==> src/rtl/lsu_pkg.sv <==
// Shared definitions for the load/store unit: FSM states, RV64 funct3 size codes
// and the helpers that bound legal memory accesses.
package lsu_pkg;

  typedef logic [1:0] lsu_state_t;

  localparam lsu_state_t ST_IDLE = 2'd0;
  localparam lsu_state_t ST_RD   = 2'd1;
  localparam lsu_state_t ST_WR   = 2'd2;
  localparam lsu_state_t ST_RESP = 2'd3;

  localparam logic [2:0] F3_B  = 3'b000;
  localparam logic [2:0] F3_H  = 3'b001;
  localparam logic [2:0] F3_W  = 3'b010;
  localparam logic [2:0] F3_D  = 3'b011;
  localparam logic [2:0] F3_BU = 3'b100;
  localparam logic [2:0] F3_HU = 3'b101;
  localparam logic [2:0] F3_WU = 3'b110;

  // Highest start address whose full 8-byte window still fits in memory.
  function automatic logic [63:0] lsu_addr_limit(input logic [63:0] mem_bytes);
    return mem_bytes - 64'd8;
  endfunction

  function automatic logic lsu_f3_legal(input logic is_write, input logic [2:0] f3);
    logic legal;
    if (is_write) begin
      legal = (f3[2] == 1'b0);
    end else begin
      legal = (f3 != 3'b111);
    end
    return legal;
  endfunction

endpackage

==> src/rtl/lsu_load_ext.sv <==
// Combinational size/sign extraction of load data (little-endian, LSB = byte at addr).
// Kept standalone so the MEM/WB forwarding path can reuse it.
module lsu_load_ext
  import lsu_pkg::*;
#(
  parameter int DATA_W = 64
) (
  input  logic [DATA_W-1:0] data_i,
  input  logic [2:0]        funct3_i,
  output logic [DATA_W-1:0] data_o
);

  // Select width and extension type from funct3.
  always_comb begin
    case (funct3_i)
      F3_B:    data_o = {{(DATA_W-8){data_i[7]}},   data_i[7:0]};
      F3_H:    data_o = {{(DATA_W-16){data_i[15]}}, data_i[15:0]};
      F3_W:    data_o = {{(DATA_W-32){data_i[31]}}, data_i[31:0]};
      F3_BU:   data_o = {{(DATA_W-8){1'b0}},        data_i[7:0]};
      F3_HU:   data_o = {{(DATA_W-16){1'b0}},       data_i[15:0]};
      F3_WU:   data_o = {{(DATA_W-32){1'b0}},       data_i[31:0]};
      default: data_o = data_i;
    endcase
  end

endmodule

==> src/rtl/load_store_unit.sv <==
// Memory-stage controller: one load/store in flight, sub-word stores done as
// read-modify-write because Data_Memory always writes a full 8-byte word.
module load_store_unit
  import lsu_pkg::*;
#(
  parameter int ADDR_W    = 64,
  parameter int DATA_W    = 64,
  parameter int MEM_BYTES = 64
) (
  input  logic              clk,
  input  logic              reset,
  input  logic              req_valid,
  output logic              req_ready,
  input  logic              req_write,
  input  logic [2:0]        req_funct3,
  input  logic [ADDR_W-1:0] req_addr,
  input  logic [DATA_W-1:0] req_wdata,
  output logic              resp_valid,
  output logic [DATA_W-1:0] resp_rdata,
  output logic              resp_err,
  output logic [ADDR_W-1:0] Mem_Addr,
  output logic [DATA_W-1:0] Write_Data,
  output logic              MemWrite,
  output logic              MemRead,
  input  logic [DATA_W-1:0] Read_Data
);

  localparam logic [63:0]       LIMIT_64   = lsu_addr_limit(64'(MEM_BYTES));
  localparam logic [ADDR_W-1:0] ADDR_LIMIT = LIMIT_64[ADDR_W-1:0];

  lsu_state_t        state_q, state_d;
  logic              write_q, write_d;
  logic [2:0]        funct3_q, funct3_d;
  logic [ADDR_W-1:0] addr_q, addr_d;
  logic [DATA_W-1:0] wdata_q, wdata_d;
  logic [DATA_W-1:0] rbuf_q, rbuf_d;
  logic              resp_valid_q, resp_valid_d;
  logic              resp_err_q, resp_err_d;
  logic [DATA_W-1:0] resp_rdata_q, resp_rdata_d;

  logic              req_err_s;
  logic [DATA_W-1:0] ext_s;
  logic [DATA_W-1:0] merge_s;

  assign req_err_s = (req_addr > ADDR_LIMIT) || !lsu_f3_legal(req_write, req_funct3);

  // The read buffer is captured on the same edge the response is registered,
  // so extension is taken straight from Read_Data while in RD.
  lsu_load_ext #(.DATA_W(DATA_W)) u_load_ext (
    .data_i   (Read_Data),
    .funct3_i (funct3_q),
    .data_o   (ext_s)
  );

  // Store merge: replace the low bytes of the old word, keep the rest.
  always_comb begin
    merge_s = rbuf_q;
    case (funct3_q)
      F3_B:    merge_s[7:0]  = wdata_q[7:0];
      F3_H:    merge_s[15:0] = wdata_q[15:0];
      F3_W:    merge_s[31:0] = wdata_q[31:0];
      F3_D:    merge_s       = wdata_q;
      default: merge_s       = wdata_q;
    endcase
  end

  // Next-state, request latch and response register computation.
  always_comb begin
    state_d      = state_q;
    write_d      = write_q;
    funct3_d     = funct3_q;
    addr_d       = addr_q;
    wdata_d      = wdata_q;
    rbuf_d       = rbuf_q;
    resp_valid_d = 1'b0;
    resp_err_d   = resp_err_q;
    resp_rdata_d = resp_rdata_q;
    case (state_q)
      ST_IDLE: begin
        if (req_valid) begin
          write_d  = req_write;
          funct3_d = req_funct3;
          addr_d   = req_addr;
          wdata_d  = req_wdata;
          if (req_err_s) begin
            state_d      = ST_RESP;
            resp_valid_d = 1'b1;
            resp_err_d   = 1'b1;
            resp_rdata_d = {DATA_W{1'b0}};
          end else if (req_write && (req_funct3 == F3_D)) begin
            state_d = ST_WR;
          end else begin
            state_d = ST_RD;
          end
        end else begin
          state_d = ST_IDLE;
        end
      end
      ST_RD: begin
        rbuf_d = Read_Data;
        if (write_q) begin
          state_d = ST_WR;
        end else begin
          state_d      = ST_RESP;
          resp_valid_d = 1'b1;
          resp_err_d   = 1'b0;
          resp_rdata_d = ext_s;
        end
      end
      ST_WR: begin
        state_d      = ST_RESP;
        resp_valid_d = 1'b1;
        resp_err_d   = 1'b0;
        resp_rdata_d = {DATA_W{1'b0}};
      end
      ST_RESP: state_d = ST_IDLE;
      default: state_d = ST_IDLE;
    endcase
  end

  // Memory-side strobes; forced quiet while reset is high so an aborted store never writes.
  always_comb begin
    MemRead    = 1'b0;
    MemWrite   = 1'b0;
    Mem_Addr   = {ADDR_W{1'b0}};
    Write_Data = {DATA_W{1'b0}};
    if (!reset && (state_q == ST_RD)) begin
      MemRead  = 1'b1;
      Mem_Addr = addr_q;
    end else if (!reset && (state_q == ST_WR)) begin
      MemWrite   = 1'b1;
      Mem_Addr   = addr_q;
      Write_Data = merge_s;
    end else begin
      MemRead = 1'b0;
    end
  end

  // State and latch registers.
  always_ff @(posedge clk or posedge reset) begin
    if (reset) begin
      state_q      <= ST_IDLE;
      write_q      <= 1'b0;
      funct3_q     <= 3'b000;
      addr_q       <= {ADDR_W{1'b0}};
      wdata_q      <= {DATA_W{1'b0}};
      rbuf_q       <= {DATA_W{1'b0}};
      resp_valid_q <= 1'b0;
      resp_err_q   <= 1'b0;
      resp_rdata_q <= {DATA_W{1'b0}};
    end else begin
      state_q      <= state_d;
      write_q      <= write_d;
      funct3_q     <= funct3_d;
      addr_q       <= addr_d;
      wdata_q      <= wdata_d;
      rbuf_q       <= rbuf_d;
      resp_valid_q <= resp_valid_d;
      resp_err_q   <= resp_err_d;
      resp_rdata_q <= resp_rdata_d;
    end
  end

  assign req_ready  = (state_q == ST_IDLE) && !reset;
  assign resp_valid = resp_valid_q;
  assign resp_err   = resp_err_q;
  assign resp_rdata = resp_rdata_q;

endmodule

==> config.mk <==
export PLATFORM = sky130hd
export DESIGN_NAME = load_store_unit
export DESIGN_NICKNAME = d
export VERILOG_FILES = /design/src/rtl/lsu_pkg.sv /design/src/rtl/lsu_load_ext.sv /design/src/rtl/load_store_unit.sv
export SDC_FILE = /design/constraint.sdc
export NUM_CORES = 1
export LEC_CHECK = 0
export CAP_MARGIN = 10
export CORE_MARGIN = 2
export CORE_UTILIZATION = 46
export CTS_CLUSTER_SIZE = 14
export DETAILED_ROUTE_END_ITERATION = 8
export PLACE_DENSITY = 0.81
export SYNTH_ARGS = -nofsm -noshare
export SYNTH_HDL_FRONTEND = slang
export SYNTH_SLANG_ARGS = --single-unit
==> constraint.sdc <==
create_clock -name clk -period 13.6 [get_ports clk]
set_input_delay 2.72 -clock clk [delete_from_list [all_inputs] [get_ports clk]]
set_output_delay 2.72 -clock clk [all_outputs]
set_load 0.05 [all_outputs]
### Word level (Yosys, flattened, before mapping)

Index checks and enable logic that the tools add are counted.

| storage, ports and cells | value |
|---|---|
| flip-flop bits (word level) | 264 |
| word-level logic and storage cells | 67 |

| cells by class | value |
|---|---|
| magnitude comparators | 1 |
| eq/ne operators | 13 |
| multiplexer cells | 29 |
| bitwise gates (word level) | 1 |
| reductions and logical operators | 14 |

Operators with widths:

| cell | count |
|---|---|
| 64-bit two-way mux | 7 |
| 64-bit one-hot mux with 6 select lines | 1 |
| 64-bit one-hot mux with 3 select lines | 1 |
| 64-bit by 6-bit greater-than comparator with 1-bit output (second input constant) | 1 |
| 32-bit two-way mux | 1 |
| 16-bit two-way mux | 1 |
| 1-bit two-way mux | 11 |
| 3-bit equality test (second input constant) | 3 |
| 8-bit two-way mux | 1 |
| 2-bit one-hot mux with 4 select lines | 1 |
| 3-bit by 2-bit equality test with 1-bit output (second input constant) | 2 |
| 2-bit two-way mux | 3 |
| 2-bit != test (second input constant) | 3 |
| 1-bit one-hot mux with 3 select lines | 2 |
| 2-bit equality test (second input constant) | 2 |
| 1-bit logical AND | 4 |
| 4-bit AND reduction | 1 |
| 3-bit by 1-bit equality test with 1-bit output (second input constant) | 1 |
| 3-bit zero test | 1 |
| 3-bit != test (second input constant) | 1 |
| 3-bit nonzero test | 1 |
| 3-bit OR reduction | 1 |
| 2-bit by 1-bit equality test with 1-bit output (second input constant) | 1 |
| 1-bit zero test | 2 |
| other kinds (5) | 5 |

### Longest topological paths before layout

Gate-level depths: netlist of the first run.

| depth | value |
|---|---|
| depth after elaboration | 7 |
| gate-level depth with buffers | 8 |
| mapped depth without buffers | 6 |

### Modules after synthesis

Synthesis of the first run repeated with hierarchy kept, for this count alone.

| unflattened totals | value |
|---|---|
| cell total of the unflattened synthesis | 1109 |
| area, all modules | 12819.8 µm² |

By module, submodules not included:

| module | instances | cells an instance | area an instance (µm²) |
|---|---|---|---|
| load_store_unit | 1 | 959 | 11865.1 |
| lsu_load_ext | 1 | 150 | 954.7 |

### Worst setup path before layout of the first run

Ideal clock, no wire load.

| timing path | value |
|---|---|
| kind | input -> output |
| start | input port reset |
| end | output port Write_Data[33] |
| data arrival time | 9817 ps |
| path slack | 1063 ps |
| cell stages on the path | 5 |
| path through | inv_1 > nand3b_1 > clkbuf_1 > buf_1 > a21oi_1 |

| on the way | value |
|---|---|
| longest elaborated chain between the ends | 4 |
| elaborated cells between the ends (all ways) | 5 |
| classes of those cells | mux (2); reduce/logical (3) |

Ends and longest elaborated chain:

| element | RTL line | source |
|---|---|---|
| start: declaration | load_store_unit.sv:11 | `input logic reset,` |
| 1-bit zero test (*) | load_store_unit.sv:127, load_store_unit.sv:130 |  |
| 1-bit logical AND | load_store_unit.sv:130 | `end else if (!reset && (state_q == ST_WR)) begin` |
| 64-bit two-way mux | load_store_unit.sv:130 |  |
| 64-bit two-way mux (*) | load_store_unit.sv:127 | `if (!reset && (state_q == ST_RD)) begin` |
| end: declaration | load_store_unit.sv:22 | `output logic [DATA_W-1:0] Write_Data,` |

Mark *: on every way between the ends. The rest lies on a longest branch, timed or not.

### Worst setup path in the final report of the first run

| timing path | value |
|---|---|
| start | input port reset |
| end | output port Write_Data[58] |

Same word-level chain as after synthesis.

==> impl_metrics.env, run 1 <==
export IMPL_fin_worst_skew_ns=0.0212
export IMPL_post_drt_via_cell_ratio=5.47
export IMPL_rsz0062_at_grt="false"
export IMPL_core_region_area_um2=25100
export IMPL_syn_to_final_growth_pct=43.5
export IMPL_place_congestion=0.872
export IMPL_critPathMaxFanout=106
export IMPL_hold_viol=0
export IMPL_grt_max_degree=107
export IMPL_finalNetCount=1599
export IMPL_endpoint_kind="output port"
export IMPL_status="finished, final reports clean"
export IMPL_clk_path_buf_depth=3
export IMPL_fin_ws_ns=4.57
export IMPL_cp_start_kind="input pin"
export IMPL_cp_arrival_ns=6.31
export IMPL_async_reset_ff_share_pct=100
export IMPL_die_width_um=164
export IMPL_setup_violations=0
export IMPL_syn_area_per_cell_um2=11.4
export IMPL_critPathLaunch="reset"
export IMPL_power_density_nw_per_um2=257
export IMPL_finalSetupTns_ns=0
export IMPL_drt_pass1_iterations=5
export IMPL_cts_made_buffers=28
export IMPL_htreeDepth=1
export IMPL_crit_required_ns=10.88
export IMPL_hpwl_um=25700
export IMPL_ioPinCount=396
export IMPL_cts_root_buf="clkbuf_16"
export IMPL_drc=0
export IMPL_portBuffers=395
export IMPL_die_h_um=164
export IMPL_whs_ns=0.488
export IMPL_drt_wl_total_um=36400
export IMPL_worstMarginPinSlew_ns=1.11
export IMPL_die_area_um2=26800
export IMPL_post_route_util_pct=67.1
export IMPL_synth_flop_cell="dfrtp_1"
export IMPL_synth_cell_area_um2=11700
export IMPL_row_count=58
export IMPL_overflow=0
export IMPL_fin_crit_ns=9.03
export IMPL_crit_type="input pin to output port"
export IMPL_drtAntennaViolNets=0
export IMPL_syn_nets=1237
export IMPL_start_util_pct=46.8
export IMPL_numClockSinks=256
export IMPL_detail_route_iter0_violations=702
export IMPL_cts_tree="yes"
export IMPL_ys_seq_area_share_pct=54.5
export IMPL_netlist_instances=1033
export IMPL_dr_total_vias=9546
export IMPL_cts_setup_buffers=0
export IMPL_fin_crit_sh_pct=66.4
export IMPL_min_from="resp_rdata[44]"
export IMPL_clkTransAtPathRegs_ns=0.06
export IMPL_hp_class="register to register"
export IMPL_synth_edf_count=0
export IMPL_antenna_found_initial=1
export IMPL_maxSlewViolCount=0
export IMPL_grt_pass1_vias=9868
export IMPL_r2r_slack_ns=9.74
export IMPL_fmax_mhz=111
export IMPL_grt_pass1_wl_um=55300
export IMPL_yosys_warnings=0
export IMPL_post_place_ws_ns=4.51
export IMPL_p_leak_uw=0.00707
export IMPL_cts_repair_resized=0
export IMPL_insertion_delay_ns=0.54
export IMPL_synth_cell_types=40
export IMPL_maxCapViolations=0
export IMPL_r2r_start="state_q[0]"
export IMPL_holdBufCountCts=0
export IMPL_drive_gt1_share_pct=18.1
export IMPL_final_cell_mix="395 x clkdlybuf4s50_1, 256 x dfrtp_1, 188 x mux2_2"
export IMPL_final_common_cell="clkdlybuf4s50_1"
export IMPL_slew_headroom_pct=26.3
export IMPL_drt_wirelength_per_cell_um=20.9
export IMPL_grtUsageTotal_pct=26.5
export IMPL_synth_seq_cells=256
export IMPL_peakVddDrop_uv=153
-- cell type report --
type / count / area (µm²)
clock buffer: 41 / 821
tap: 330 / 413
multi-input combinational: 679 / 4950
inverter: 24 / 97.6
timing repair buffer: 406 / 4080
antenna: 1 / 2.50
clock inverter: 7 / 90.1
sequential: 256 / 6410
fill: 1872 / 8260
-- state kept, by name, indices dropped and copies added, names as in the netlist --
register / count
resp_valid: 1
state_q: 2
write_q: 1
rbuf_q: 56
wdata_q: 64
funct3_q: 3
resp_rdata: 64
resp_err: 1
addr_q: 64
-- Yosys cell counts (5+ instances only) --
cell	n	area, µm²
a21oi_1	76	380
a22o_1	16	140
a32o_1	32	320
and2_1	75	469
and3_1	9	56.3
buf_1	6	22.5
buf_2	18	90.1
clkbuf_1	44	165
dfrtp_1	256	6410
ha_1	5	62.6
inv_1	24	90.1
mux2_2	188	2120
mux2i_1	18	180
nand2_1	117	439
nand4_1	6	37.5
nor2_1	79	297
nor3_1	9	45.0
nor4_1	17	106
-- final timing paths --
path | cells past startpoint | end
max | 6 | Write_Data[58]
max reg2reg | 6 | resp_err
min reg2reg | 1 | resp_rdata[44]
min | 1 | resp_rdata[44]
min in group asynchronous | 2 | wdata_q[1]
max in group asynchronous | 3 | resp_rdata[60]
-- through the flow --
stage / total power, µW / std cells / cell area (µm²)
final: 4340 / 1744 / 16900
after global routing: 4560 / 1743 / 16900
after CTS: 4350 / 1741 / 16800
after detailed placement: 3580 / 1693 / 15900
after global placement: 3530 / 1693 / 15900
after floorplan: 2860 / 1033 / 11700
-- per-layer routing --
| layer | track usage, % | part of all wire [%] | wire length (µm) |
|---|---|---|---|
| met4 | 11.1 | 4.2 | 1520 |
| met5 | 0 | 0 | 0 |
| met2 | 44.7 | 49 | 17700 |
| met3 | 6.84 | 8.1 | 2940 |
| met1 | 32.3 | 39 | 14200 |
-- worst max-delay path, stage by stage --
cell,delay [ns]
clkdlybuf4s50_1,0.57
inv_8,0.60
nand3b_1,0.75
buf_4,0.56
a21oi_1,0.22
clkdlybuf4s50_1,0.83
-- cells by family after synthesis --
| logic type | count (synthesis) | share of synthesized area [%] |
|---|---|---|
| muxes | 206 | 19.6 |
| buffers and inverters | 98 | 3.64 |
| and+or+nand+nor | 331 | 13.8 |
| adders and majority gates | 5 | 0.533 |
| AOI/OAI and AO/OA | 137 | 7.93 |
| DFF | 256 | 54.5 |
-- power breakdown --
| part | switching [µW] | internal, µW | leakage [µW] |
|---|---|---|---|
| clock | 302 | 452 | 0.000442 |
| sequential | 199 | 1130 | 0.00314 |
| combinational | 1370 | 885 | 0.00349 |
| total | 1870 | 2460 | 0.00707 |
No activity file was read; power rests on OpenSTA's default activity.
==> run 2: changes to the inputs <==
--- a/config.mk
+++ b/config.mk
@@ -7,10 +7,10 @@
 export LEC_CHECK = 0
 export CAP_MARGIN = 10
 export CORE_MARGIN = 2
-export CORE_UTILIZATION = 46
+export CORE_UTILIZATION = 42
 export CTS_CLUSTER_SIZE = 14
 export DETAILED_ROUTE_END_ITERATION = 8
-export PLACE_DENSITY = 0.81
+export PLACE_DENSITY = 0.78
 export SYNTH_ARGS = -nofsm -noshare
 export SYNTH_HDL_FRONTEND = slang
 export SYNTH_SLANG_ARGS = --single-unit
==> constraint.sdc (replaced) <==
create_clock -name clk -period 7.4 [get_ports clk]
set_input_delay 1.48 -clock clk [delete_from_list [all_inputs] [get_ports clk]]
set_output_delay 1.48 -clock clk [all_outputs]
set_load 0.05 [all_outputs]
==> run 2 against run 1 <==
  * Combinational power up 81%
  * Count of clock-buffer cells in the layout down 2
  * Non-clock buffer count up 2
  * Power up 89%
  * Via count down 1.1%
  * Cell area up 1.5%
  * Utilization down 5.2 points
==> impl_metrics.env, run 2 (synthesis gave the netlist of run 1 again) <==
export IMPL_die_area_um2=29300
export IMPL_grt_max_degree=88
export IMPL_syn_to_final_growth_pct=45.6
export IMPL_postPlaceCellArea_um2=16000
export IMPL_worstMarginPinSlew_ns=1.18
export IMPL_endpoint_kind="output port"
export IMPL_cp_start_kind="input pin"
export IMPL_ioPinCount=396
export IMPL_overflow=0
export IMPL_critPathMaxFanout=25
export IMPL_grt_pass1_wl_um=54600
export IMPL_drtAntennaViolNets=0
export IMPL_maxSlewViolCount=0
export IMPL_maxCapViolations=0
export IMPL_dp_cells=1744
export IMPL_cts_setup_buffers=0
export IMPL_critPathLaunch="reset"
export IMPL_place_congestion=0.852
export IMPL_cts_repair_resized=0
export IMPL_detail_route_iter0_violations=549
export IMPL_row_count=61
export IMPL_final_cells=1800
export IMPL_drt_pass1_iterations=4
export IMPL_antenna_found_initial=0
export IMPL_fmax_mhz=191
export IMPL_portBuffers=395
export IMPL_crit_top_cell="clkdlybuf4s50_1"
export IMPL_crit_required_ns=5.92
export IMPL_p_switching_uw=3450
export IMPL_final_common_cell="clkdlybuf4s50_1"
export IMPL_start_util_pct=42.5
export IMPL_drive_gt1_share_pct=19.1
export IMPL_p_int_uw=4730
export IMPL_postLayoutCellArea_um2=17100
export IMPL_die_h_um=171
export IMPL_seqPwrFrac_pct=30.1
export IMPL_insertion_delay_ns=0.54
export IMPL_drt_wirelength_per_cell_um=20.0
export IMPL_r2r_start="state_q[0]"
export IMPL_slowest_stage="clkdlybuf4s50_1"
export IMPL_die_width_um=171
export IMPL_fin_worst_skew_ns=0.00867
export IMPL_grtUsageTotal_pct=23.8
export IMPL_crit_type="input pin to output port"
export IMPL_combPwrFrac_pct=50.1
export IMPL_slew_headroom_pct=21.6
export IMPL_core_region_area_um2=27600
export IMPL_status="finished, final reports clean"
export IMPL_swShare_pct=42.2
export IMPL_hp_class="register to register"
export IMPL_dr_total_vias=9445
export IMPL_clk_path_buf_depth=3
export IMPL_cpPeakStageDelay_ns=0.71
export IMPL_finalNetCount=1602
export IMPL_hpwl_um=25300
export IMPL_holdBufCountCts=0
export IMPL_drc=0
export IMPL_post_drt_via_cell_ratio=5.25
export IMPL_rsz0062_at_grt="false"
export IMPL_cts_tree="yes"
export IMPL_power_density_nw_per_um2=478
export IMPL_hold_viol=0
export IMPL_final_cell_mix="395 x clkdlybuf4s50_1, 256 x dfrtp_1, 188 x mux2_2"
export IMPL_cts_root_buf="clkbuf_16"
export IMPL_p_leak_uw=0.00715
export IMPL_cts_made_buffers=29
export IMPL_htreeDepth=1
export IMPL_clkTransAtPathRegs_ns=0.06
export IMPL_fin_crit_sh_pct=70.7
export IMPL_cp_arrival_ns=3.75
export IMPL_p_clk_share_pct=19.8
export IMPL_fin_crit_ns=5.23
export IMPL_power_uw=8180
export IMPL_drt_wl_total_um=35900
export IMPL_crit_chain="clkdlybuf4s50_1 > clkinvlp_4 > nand3b_1 > buf_4 > inv_1 > and2_1 > clkdlybuf4s50_1"
export IMPL_grt_pass1_vias=9782
export IMPL_setup_violations=0
export IMPL_whs_ns=0.492
export IMPL_peakVddDrop_uv=282
export IMPL_numClockSinks=256
export IMPL_min_from="resp_rdata[37]"
## run 2: routing by layer
metal  share of wire, %  GRT usage (%)  vias up
li1                   -              -     4308
met1                 41           30.1     4704
met2                 48           40.4      349
met3                6.4           4.92       84
met4                4.1           9.06        0
met5                  0              0        -
## run 2: through the flow
stage | setup WS [ns] | setup TNS (ns) | utilization, %
3_5_place_dp | 2.18 | 0 | 57.8
2_1_floorplan | -0.752 | -36.89 | -
6_report | 2.17 | 0 | 61.9
3_3_place_gp | 2.28 | 0 | 57.8
5_1_grt | 1.88 | 0 | 61.9
4_1_cts | 1.66 | 0 | 61.8
## run 2: cell type report
type / count / area (µm²)
sequential: 256 / 6410
inverter: 24 / 93.8
tap: 378 / 473
antenna: 1 / 2.50
fill: 2238 / 10500
timing repair buffer: 408 / 4070
clock buffer: 39 / 833
multi-input combinational: 679 / 4960
clock inverter: 15 / 259
## run 2: power by group through the flow
stage          registers, µW  clock network, µW  logic (µW)
2_1_floorplan           2770                  0        2500
3_3_place_gp            2450                  0        4030
3_5_place_dp            2480                  0        4100
4_1_cts                 2460               1650        4110
5_1_grt                 2540               1700        4360
6_report                2460               1620        4100
## run 2: worst paths after layout
kind	end	slack [ns]	cells after the start
worst max-delay path	Write_Data[7]	2.17	7
worst min-delay path	resp_rdata[37]	0.49	1
worst max register to register	resp_err	3.80	6
worst min register to register	resp_rdata[37]	0.49	1
max in group asynchronous	resp_rdata[48]	3.65	5
min in group asynchronous	addr_q[58]	1.64	3
## run 2: critical path, delay by kind of cell
kind                   cells  cell delay (ns)
buffers and inverters      5             1.94
AND/OR/NAND/NOR            2             0.32
==> run 3: changes to the inputs <==
==> constraint.sdc (replaced) <==
create_clock -name clk -period 4.3 [get_ports clk]
set_input_delay 0.86 -clock clk [delete_from_list [all_inputs] [get_ports clk]]
set_output_delay 0.86 -clock clk [all_outputs]
set_load 0.05 [all_outputs]
==> run 3 against run 2 <==
  * Routed wire length increased by 0.93%
  * Die area is the same
  * Sequential cell count is the same
==> impl_metrics.env, run 3 (synthesis gave the netlist of run 1 again) <==
export IMPL_rsz0062_at_grt="false"
export IMPL_fin_crit_sh_pct=90.0
export IMPL_critical_path_top_delay_family="buffers and inverters"
export IMPL_clkTransAtPathRegs_ns=0.06
export IMPL_drt_wirelength_per_cell_um=20.1
export IMPL_p_int_uw=8170
export IMPL_setup_violations=0
export IMPL_drtAntennaViolNets=0
export IMPL_die_area_um2=29300
export IMPL_grt_pass1_vias=10100
export IMPL_detail_route_iter0_violations=571
export IMPL_final_common_cell="clkdlybuf4s50_1"
export IMPL_peakVddDrop_uv=492
export IMPL_clk_path_buf_depth=3
export IMPL_fmax_mhz=258
export IMPL_power_density_nw_per_um2=811
export IMPL_crit_top_cell="clkdlybuf4s50_1"
export IMPL_seq_area_um2=6410
export IMPL_combPwrFrac_pct=52.2
export IMPL_p_leak_uw=0.00750
export IMPL_numClockSinks=256
export IMPL_cts_repair_resized=0
export IMPL_post_place_ws_ns=0.441
export IMPL_power_uw=14200
export IMPL_fin_worst_skew_ns=0.00622
export IMPL_die_width_um=171
export IMPL_cp_start_kind="input pin"
export IMPL_grt_max_degree=118
export IMPL_cts_tree="yes"
export IMPL_fin_crit_ns=3.87
export IMPL_status="finished, final reports clean"
export IMPL_p_clk_share_pct=18.1
export IMPL_start_util_pct=42.5
export IMPL_syn_to_final_growth_pct=49.0
export IMPL_crit_required_ns=3.44
export IMPL_place_congestion=0.850
export IMPL_endpoint_kind="output port"
export IMPL_r2r_worst_path_cells=6
export IMPL_nFillCells=2164
export IMPL_cp_depth=4
export IMPL_cp_arrival_ns=3.01
export IMPL_crit_type="input pin to output port"
export IMPL_p_switching_uw=6020
export IMPL_ioPinCount=396
export IMPL_cpPeakStageDelay_ns=0.80
export IMPL_hpwl_um=25400
export IMPL_drive_gt1_share_pct=26.4
export IMPL_maxCapViolations=0
export IMPL_dr_total_vias=9578
export IMPL_cts_setup_buffers=0
export IMPL_slew_headroom_pct=27.4
export IMPL_hold_depth=1
export IMPL_drt_pass1_iterations=5
export IMPL_portBuffers=395
export IMPL_drt_wl_total_um=36300
export IMPL_swShare_pct=42.4
export IMPL_grt_pass1_wl_um=55800
export IMPL_row_count=61
export IMPL_core_region_area_um2=27600
export IMPL_htreeDepth=1
export IMPL_crit_chain="clkdlybuf4s50_1 > nor2_2 > and2_1 > clkdlybuf4s50_1"
export IMPL_post_drt_via_cell_ratio=5.32
export IMPL_worstMarginPinSlew_ns=1.09
export IMPL_final_cell_mix="288 x clkdlybuf4s50_1, 256 x dfrtp_1, 188 x mux2_2"
export IMPL_hp_class="register to register"
export IMPL_holdBufCountCts=0
export IMPL_die_h_um=171
export IMPL_hold_viol=0
export IMPL_cts_made_buffers=29
export IMPL_cts_root_buf="clkbuf_16"
export IMPL_critPathMaxFanout=26
export IMPL_path_buf_inv=2
export IMPL_fin_ws_ns=0.429
export IMPL_diodes=0
export IMPL_seqPwrFrac_pct=29.7
export IMPL_slowest_stage="clkdlybuf4s50_1"
export IMPL_finalNetCount=1608
export IMPL_overflow=0
export IMPL_grtUsageTotal_pct=24.4
export IMPL_drc=0
export IMPL_insertion_delay_ns=0.54
export IMPL_multiInputGateArea_um2=4960
export IMPL_maxSlewViolCount=0
export IMPL_antenna_found_initial=0
-- run 3: cell count changes in the layout (fill, tap and decap cells not counted), sizes merged --
cell           delta
clkbuf            +1
buf             +113
clkdlybuf4s50   -107
diode             -1
bufinv            -2
inv               -1
clkinv            -2
-- run 3: per-layer routing --
| layer | vias to the layer above | GRT usage, % | share of wire (%) |
|---|---|---|---|
| met5 | - | 0 | 0 |
| met4 | 0 | 9.84 | 4.4 |
| met3 | 94 | 6.01 | 7.9 |
| met2 | 413 | 41.1 | 48 |
| met1 | 4741 | 30.3 | 40 |
| li1 | 4330 | - | - |
-- run 3: power by group through the flow --
| stage | Sequential, µW | Clock (µW) | Combinational, µW |
|---|---|---|---|
| after floorplan | 4770 | 0 | 4300 |
| after global placement | 4190 | 0 | 7250 |
| after detailed placement | 4250 | 0 | 7380 |
| after CTS | 4220 | 2620 | 7420 |
| after global routing | 4360 | 2710 | 7870 |
| final | 4220 | 2570 | 7410 |
-- run 3: metrics by stage --
step	hold WS (ns)	util, %	area [µm²]	TNS, ns	instances
CTS	0.493	63.3	17500	0	1800
global route	0.509	63.4	17500	0	1801
floorplan	0.471	-	11800	-157.79	1033
finish	0.490	63.4	17500	0	1801
detailed placement	0.480	59.7	16500	0	1750
global placement	0.474	59.7	16500	0	1750
-- run 3: area by class of cell --
| cell class | instances | share of cell area [%] |
|---|---|---|
| clock inverter | 10 | 1.05 |
| tap | 378 | 2.70 |
| inverter | 24 | 0.536 |
| multi-input combinational | 679 | 28.4 |
| clock buffer | 40 | 4.55 |
| timing repair buffer | 414 | 26.2 |
| sequential | 256 | 36.6 |
-- run 3: worst paths after layout --
check | startpoint | endpoint | slack, ns
max in group asynchronous | reset | resp_rdata[58] | 1.88
setup reg to reg | state_q[0] | resp_rdata[0] | 1.49
hold reg to reg | resp_rdata[57] | resp_rdata[57] | 0.49
min in group asynchronous | reset | state_q[1] | 1.01
setup / recovery | reset | Mem_Addr[40] | 0.43
hold / removal | resp_rdata[57] | resp_rdata[57] | 0.49
